--- src/rtl/unigate_pkg.sv ---
// Shared constants for the unigate config loader: register offsets, control/status
// bit positions, FSM state encodings and the INFO version byte.
package unigate_pkg;

  localparam logic [1:0] REG_DATA = 2'd0;
  localparam logic [1:0] REG_CTRL = 2'd1;
  localparam logic [1:0] REG_STAT = 2'd2;
  localparam logic [1:0] REG_INFO = 2'd3;

  localparam int CTRL_LATCH_BIT  = 0;
  localparam int CTRL_CLRCNT_BIT = 1;
  localparam int STAT_OVR_BIT    = 31;

  localparam logic [1:0] ST_IDLE     = 2'd0;
  localparam logic [1:0] ST_SHIFT_LO = 2'd1;
  localparam logic [1:0] ST_SHIFT_HI = 2'd2;
  localparam logic [1:0] ST_LATCH    = 2'd3;

  localparam logic [7:0] INFO_VER = 8'h01;

  function automatic logic [31:0] stat_word(input logic ovr, input logic busy,
                                            input logic [15:0] words);
    return {ovr, busy, 14'b0, words};
  endfunction

endpackage

--- src/rtl/unigate_wb_regif.sv ---
// Wishbone slave front end: address decode, single-cycle registered ack, read mux
// and full-word write strobes toward the sequencer.
module unigate_wb_regif
  import unigate_pkg::*;
#(
  parameter logic [31:0] BASE_ADDR = 32'h3000_0000
) (
  input  logic        wb_clk_i,
  input  logic        wb_rst_ni,
  input  logic        wbs_cyc_i,
  input  logic        wbs_stb_i,
  input  logic        wbs_we_i,
  input  logic [3:0]  wbs_sel_i,
  input  logic [31:0] wbs_adr_i,
  input  logic [31:0] wbs_dat_i,
  output logic        wbs_ack_o,
  output logic [31:0] wbs_dat_o,
  output logic        o_wr_data,
  output logic        o_wr_ctrl,
  output logic        o_wr_stat,
  output logic [31:0] o_wdata,
  input  logic [31:0] i_rd_data,
  input  logic [31:0] i_rd_stat,
  input  logic [31:0] i_rd_info
);

  logic        r_ack;
  logic [31:0] r_dat;
  logic        w_hit;
  logic        w_wr;
  logic [1:0]  w_off;
  logic [31:0] w_rdata;
  logic        w_unused;

  assign w_off    = wbs_adr_i[3:2];
  assign w_unused = ^wbs_adr_i[1:0];

  // The !r_ack term keeps a held strobe from producing back-to-back hits.
  assign w_hit = wbs_cyc_i & wbs_stb_i & (wbs_adr_i[31:4] == BASE_ADDR[31:4]) & ~r_ack;
  assign w_wr  = w_hit & wbs_we_i & (wbs_sel_i == 4'hF);

  assign o_wr_data = w_wr & (w_off == REG_DATA);
  assign o_wr_ctrl = w_wr & (w_off == REG_CTRL);
  assign o_wr_stat = w_wr & (w_off == REG_STAT);
  assign o_wdata   = wbs_dat_i;

  always_comb begin
    w_rdata = 32'h0;
    case (w_off)
      REG_DATA: w_rdata = i_rd_data;
      REG_STAT: w_rdata = i_rd_stat;
      REG_INFO: w_rdata = i_rd_info;
      default:  w_rdata = 32'h0;
    endcase
  end

  always_ff @(posedge wb_clk_i or negedge wb_rst_ni) begin
    if (!wb_rst_ni) begin
      r_ack <= 1'b0;
      r_dat <= 32'h0;
    end else begin
      r_ack <= w_hit;
      r_dat <= (w_hit & ~wbs_we_i) ? w_rdata : 32'h0;
    end
  end

  assign wbs_ack_o = r_ack;
  assign wbs_dat_o = r_dat;

endmodule

--- src/rtl/unigate_cfg_loader.sv ---
// Config sequencer: shifts each written word MSB-first into the fabric chain
// (two clocks per bit) and pulses the latch strobe on command.
module unigate_cfg_loader
  import unigate_pkg::*;
#(
  parameter logic [31:0] BASE_ADDR = 32'h3000_0000,
  parameter int          LATCH_CYC = 4,
  parameter int          CNT_W     = 16
) (
  input  logic        wb_clk_i,
  input  logic        wb_rst_ni,
  input  logic        wbs_cyc_i,
  input  logic        wbs_stb_i,
  input  logic        wbs_we_i,
  input  logic [3:0]  wbs_sel_i,
  input  logic [31:0] wbs_adr_i,
  input  logic [31:0] wbs_dat_i,
  output logic        wbs_ack_o,
  output logic [31:0] wbs_dat_o,
  output logic        cfg_sclk_o,
  output logic        cfg_sdata_o,
  output logic        cfg_latch_o,
  output logic        cfg_busy_o,
  output logic        irq_o
);

  localparam int LW = (LATCH_CYC > 1) ? $clog2(LATCH_CYC) : 1;

  logic [1:0]       r_state;
  logic [31:0]      r_shreg;
  logic [4:0]       r_bitcnt;
  logic [LW-1:0]    r_latcnt;
  logic [CNT_W-1:0] r_words;
  logic             r_ovr;
  logic [31:0]      r_last;
  logic             r_sclk, r_sdata, r_latch, r_busy, r_irq;

  logic        w_wr_data, w_wr_ctrl, w_wr_stat;
  logic [31:0] w_wdata;
  logic        w_idle, w_load, w_latch_go, w_clr, w_ovr_set, w_inc;
  logic [1:0]       w_state_nxt;
  logic [31:0]      w_shreg_nxt;
  logic [4:0]       w_bitcnt_nxt;
  logic [LW-1:0]    w_latcnt_nxt;
  logic [31:0]      w_rd_stat, w_rd_info;

  unigate_wb_regif #(.BASE_ADDR(BASE_ADDR)) u_regif (
    .wb_clk_i  (wb_clk_i),
    .wb_rst_ni (wb_rst_ni),
    .wbs_cyc_i (wbs_cyc_i),
    .wbs_stb_i (wbs_stb_i),
    .wbs_we_i  (wbs_we_i),
    .wbs_sel_i (wbs_sel_i),
    .wbs_adr_i (wbs_adr_i),
    .wbs_dat_i (wbs_dat_i),
    .wbs_ack_o (wbs_ack_o),
    .wbs_dat_o (wbs_dat_o),
    .o_wr_data (w_wr_data),
    .o_wr_ctrl (w_wr_ctrl),
    .o_wr_stat (w_wr_stat),
    .o_wdata   (w_wdata),
    .i_rd_data (r_last),
    .i_rd_stat (w_rd_stat),
    .i_rd_info (w_rd_info)
  );

  assign w_rd_stat = stat_word(r_ovr, r_busy, 16'(r_words));
  assign w_rd_info = {16'h0, 8'(LATCH_CYC), INFO_VER};

  assign w_idle     = (r_state == ST_IDLE);
  assign w_load     = w_wr_data & w_idle;
  assign w_latch_go = w_wr_ctrl & w_idle & w_wdata[CTRL_LATCH_BIT];
  assign w_clr      = w_wr_ctrl & w_idle & w_wdata[CTRL_CLRCNT_BIT];
  assign w_ovr_set  = (w_wr_data | w_wr_ctrl) & ~w_idle;

  always_comb begin
    w_state_nxt  = r_state;
    w_shreg_nxt  = r_shreg;
    w_bitcnt_nxt = r_bitcnt;
    w_latcnt_nxt = r_latcnt;
    w_inc        = 1'b0;
    case (r_state)
      ST_IDLE: begin
        if (w_load) begin
          w_shreg_nxt  = w_wdata;
          w_bitcnt_nxt = 5'd31;
          w_state_nxt  = ST_SHIFT_LO;
        end else if (w_latch_go) begin
          w_latcnt_nxt = LW'(LATCH_CYC - 1);
          w_state_nxt  = ST_LATCH;
        end
      end
      ST_SHIFT_LO: w_state_nxt = ST_SHIFT_HI;
      ST_SHIFT_HI: begin
        w_shreg_nxt = {r_shreg[30:0], 1'b0};
        if (r_bitcnt == 5'd0) begin
          w_inc       = 1'b1;
          w_state_nxt = ST_IDLE;
        end else begin
          w_bitcnt_nxt = r_bitcnt - 5'd1;
          w_state_nxt  = ST_SHIFT_LO;
        end
      end
      default: begin
        if (r_latcnt == '0) w_state_nxt = ST_IDLE;
        else                w_latcnt_nxt = r_latcnt - 1'b1;
      end
    endcase
  end

  // Outputs are decoded from the next state so they line up with the state register.
  always_ff @(posedge wb_clk_i or negedge wb_rst_ni) begin
    if (!wb_rst_ni) begin
      r_state  <= ST_IDLE;
      r_shreg  <= 32'h0;
      r_bitcnt <= 5'd0;
      r_latcnt <= '0;
      r_words  <= '0;
      r_ovr    <= 1'b0;
      r_last   <= 32'h0;
      r_sclk   <= 1'b0;
      r_sdata  <= 1'b0;
      r_latch  <= 1'b0;
      r_busy   <= 1'b0;
      r_irq    <= 1'b0;
    end else begin
      r_state  <= w_state_nxt;
      r_shreg  <= w_shreg_nxt;
      r_bitcnt <= w_bitcnt_nxt;
      r_latcnt <= w_latcnt_nxt;
      if (w_load) r_last <= w_wdata;
      if (w_clr) r_words <= '0;
      else if (w_inc && (r_words != {CNT_W{1'b1}})) r_words <= r_words + 1'b1;
      if (w_ovr_set) r_ovr <= 1'b1;
      else if (w_wr_stat && w_wdata[STAT_OVR_BIT]) r_ovr <= 1'b0;
      r_sclk  <= (w_state_nxt == ST_SHIFT_HI);
      r_sdata <= ((w_state_nxt == ST_SHIFT_LO) || (w_state_nxt == ST_SHIFT_HI)) ?
                 w_shreg_nxt[31] : 1'b0;
      r_latch <= (w_state_nxt == ST_LATCH);
      r_busy  <= (w_state_nxt != ST_IDLE);
      r_irq   <= (r_state == ST_LATCH) && (w_state_nxt == ST_IDLE);
    end
  end

  assign cfg_sclk_o  = r_sclk;
  assign cfg_sdata_o = r_sdata;
  assign cfg_latch_o = r_latch;
  assign cfg_busy_o  = r_busy;
  assign irq_o       = r_irq;

endmodule

--- config.mk ---
export PLATFORM = sky130hd
export DESIGN_NAME = unigate_cfg_loader
export DESIGN_NICKNAME = d
export VERILOG_FILES = /design/src/rtl/unigate_pkg.sv /design/src/rtl/unigate_wb_regif.sv /design/src/rtl/unigate_cfg_loader.sv
export SDC_FILE = /design/constraint.sdc
export NUM_CORES = 1
export LEC_CHECK = 0
export CELL_PAD_IN_SITES_DETAIL_PLACEMENT = 1
export CELL_PAD_IN_SITES_GLOBAL_PLACEMENT = 2
export CORE_MARGIN = 4
export CORE_UTILIZATION = 31
export DETAILED_ROUTE_END_ITERATION = 10
export PLACE_DENSITY = 0.78
export SLEW_MARGIN = 25
export SYNTH_ARGS = -nofsm -noshare
export SYNTH_HDL_FRONTEND = slang
export SYNTH_HIERARCHICAL = 1
export SYNTH_SLANG_ARGS = --single-unit
--- constraint.sdc ---
create_clock -name wb_clk_i -period 2.33 [get_ports wb_clk_i]
set_input_delay 0.699 -clock wb_clk_i [delete_from_list [all_inputs] [get_ports wb_clk_i]]
set_output_delay 0.699 -clock wb_clk_i [all_outputs]
set_load 0.05 [all_outputs]
==> results by group <==
Layout
  • Synth-to-layout area growth: 37.39%
  • Finished layout cell area: 9444 sq um
  • Nets: 887
  • Fraction of layout cells with a size suffix above 1: 29.71%
  • Ant. Diodes: 0
  • Fill cells: 2365

Setup path
  • CP Cell Sequence: buf_6, nor4_4, nand4_1, buf_6, nor4_4, buf_6, buf_4, buf_4, mux2_2, nand2_1, nand2_2, and2_4
  • Crit end category: flop
  • Critical Path RT: 2640 ps
  • CP Data Arrival Time: 2710 ps
  • CP max stage cell: mux2_2
  • CP top delay family: simple AND/OR/NAND/NOR gates
  • CP startpoint kind: primary input
  • Crit Path Class: in -> reg
  • Top cell by count, worst path: buf_6
  • Crit path buf inv count: 5
  • CP max stage delay: 330 ps
  • Crit path max fanout: 6

Worst hold path
  • Hold Path Class: in -> async

Pwr
  • Seq pwr share: 41.5%
  • Switching Fraction: 21.46%
  • Int Pwr: 4.205 mW
  • Clock Power Share: 52.3%
  • Switching power: 1.149 mW
  • PD cells: 566.9 nW/um^2
  • Total power: 5.354 mW
  • Static Leak: 4.443 nW
  • Combinational Power Share: 6.2%
  • Worst VDD drop: 0.3954 mV

CTS
  • Reg clk slew, reported paths: 60 ps
  • Longest Clk Path Bufs: 2
  • CTS Buf Count: 17
  • Htree depth: 4
  • CTS root buf: clkbuf_16
  • Clock Sinks: 128
  • Skew-Pair Late Insertion Delay: 420 ps
  • CTS tree: built

Outcome
  • Outcome: complete, but fails checks
  • Failing checks: negative setup slack

STA
  • Final Max Tran Viols: 0
  • Slew headroom: 46.24%
  • F_max: 0.4169 GHz
  • Slew @ Worst Pin: 805.6 ps
  • Hold slack final: 202.6 ps
  • Worst setup margin: -68.49 ps
  • Worst clock skew: 6.301 ps
  • Finish-stage setup viols: 1
  • RSZ-0062 raised after global routing: true
  • Period utilization: 102.9%
  • Clock period minus worst slack: 2398 ps
  • Final hold violations: 0

Floorplanning
  • Die area: 24620 sq um
  • # IOs: 111
  • Starting Density: 31.50%
  • Chip Width: 156.9 um
  • Die height: 156.9 um
  • # rows: 54
  • Core footprint: 21820 sq um

Placed design
  • Dpl cell area: 8564 sq um
  • GPL Wtd Cong: 0.8117
  • Port-buffer cells: 108
  • Post-DP HPWL: 14240 um

Routing
  • Post-route ant nets: 0
  • Drt wl/cell: 17.70 um
  • Via count: 5523
  • Drt first pass iters: 4
  • Residual DRC: 0
  • Total Wirelength: 19440 um
  • Vias per Instance: 5.030
  • DRT iter0 DRCs: 233

Synthesis
  • Mapped Area: 6874 sq um
  • Ys async rst share: 100.0%
  • Synthesized instance count: 643
  • Post-synthesis sequential area ratio: 46.60%
  • Register bit total from synthesis: 128
  • Mean area per synthesized cell: 10.69 sq um
  • Main synth FF type: dfrtp_1
  • Number of flops mapped to enable cells by yosys: 0
  • Distinct cells, synth: 51
  • Total number of yosys warnings: 6

Global route
  • Number of global-route vias before repair: 5863
  • Largest net degree at the start of global routing: 59
  • Total grt overflow: 0
  • Total track usage: 16.00%
  • Initial antenna violation count: 0
  • First-pass GRT wire length: 31400 um

Job
  • # Max-Cap Violations: 0
[timing repair]
action / in CTS / in global routing
gates cloned: 0 / 1
endpoints found under the setup margin: 95 / 79
endpoints found under the hold margin: 0 / 0
pin swaps: 23 / 12
hold buffers: 0 / 0
resized for setup: 113 / 38
setup buffers: 8 / 5
[metrics by stage]
stage          utilization, %  cells  TNS, ps  setup WS (ps)
2_1_floorplan               -    687   -13270         -249.6
3_3_place_gp            39.24   1052   -68770         -838.4
3_5_place_dp            39.24   1052   -74890         -865.2
4_1_cts                 42.54   1092        0         0.5669
5_1_grt                 43.27   1098    -1850         -149.9
6_report                43.27   1098   -68.49         -68.49
[worst paths after layout]
kind | endpoint | from | cells after the start | slack (ps)
worst max register to register | cfg_sdata_o | u_regif/wbs_ack_o | 10 | 20
max in group asynchronous | u_regif/wbs_dat_o[28] | wb_rst_ni | 2 | 1480
worst min-delay path | r_shreg[5] | wb_rst_ni | 1 | 200
worst max-delay path | cfg_sdata_o | wbs_adr_i[18] | 12 | -70
min in group wb_clk_i | r_latcnt[0] | r_latcnt[0] | 1 | 480
worst min register to register | r_latcnt[0] | r_latcnt[0] | 1 | 480
[layout by cell type (no fill, tap or decap), types with 7 or more instances in the layout]
cell type          n
nand2b_1           9
nand3_1           10
a22oi_1           30
a2bb2oi_1         28
inv_1             11
a21oi_1           11
nor4_2             9
mux2_2            51
dlygate4sd2_1     17
clkdlybuf4s50_1   66
conb_1            46
o21ai_0            8
ha_1               7
buf_6             14
mux2_4            14
dfrtp_1          128
buf_2             13
nor2_1             9
mux2i_1           31
clkbuf_16         17
nand2_1           78
buf_4             52
nor4_4             7
nor4_1            27
[Yosys cell counts (10+ instances only)]
cell type	instances	area (sq um)
o21ai_0	11	55.05
nand2_1	79	296.5
nand3_1	13	65.06
nor4_1	31	193.9
mux2i_1	31	310.3
mux2_2	65	732.0
inv_1	13	48.80
dfrtp_1	128	3203
a2bb2oi_1	28	245.2
nand2b_1	10	62.56
nor4_2	12	150.1
buf_4	33	247.7
nor2_1	12	45.04
clkbuf_1	29	108.9
a22oi_1	32	240.2
a21oi_1	17	85.08
[state kept, by name, summed over array words and instances, names as in the netlist, 2 cells and up]
signal             count
r_bitcnt               5
r_last                32
r_latcnt               2
r_shreg               32
r_state                2
r_words               16
u_regif/wbs_dat_o     32
[worst reg2reg max path, cell delays in order, from the launching register on]
cell and delay, ps:
dfrtp_1 410, nor4_4 350, nand4b_4 180, nor4_4 210, buf_6 180, buf_4 120, buf_4 120, mux2_2 330
nand2_1 80, nand2_2 70, and2_4 170
[cell type report]
type	count	area, sq um	area share [%]
Multi-Input combinational cell	471	3645	38.59
Sequential cell	128	3203	33.92
Timing Repair Buffer	174	1570	16.63
Clock buffer	23	498.0	5.273
Tap cell	280	350.3	3.710
Clock inverter	9	128.9	1.365
Inverter	13	48.80	0.5167
[power by group through the flow]
stage	logic [mW]	clock network, mW	registers (mW)
2_1_floorplan	0.161	0	2.26
3_3_place_gp	0.340	0	2.26
3_5_place_dp	0.346	0	2.26
4_1_cts	0.333	2.86	2.22
5_1_grt	0.365	2.98	2.22
6_report	0.332	2.80	2.22
[metal layers]
layer / part of all wire (%) / GRT usage, % / vias to the layer above / wire length (um)
li1: - / - / 2626 / -
met5: 0 / 0 / - / 0
met3: 4.8 / 3.684 / 20 / 934
met2: 48 / 26.94 / 106 / 9427
met4: 1.4 / 4.669 / 0 / 276
met1: 45 / 20.63 / 2771 / 8800
[cell families (layout without fill, tap and decap cells)]
group / Yosys count / in the layout / synth area share, %
other: 2 / 46 / 0.1093
XOR/XNOR: 2 / 2 / 0.2549
buffers and inverters: 88 / 219 / 7.153
adder cells (fa/ha/maj): 9 / 9 / 1.638
flip-flops: 128 / 128 / 46.60
multiplexers: 96 / 96 / 15.16
AO/OA/AOI/OAI: 113 / 113 / 12.03
AND/OR/NAND/NOR: 205 / 205 / 17.06
No activity file was read; power rests on OpenSTA's default activity.
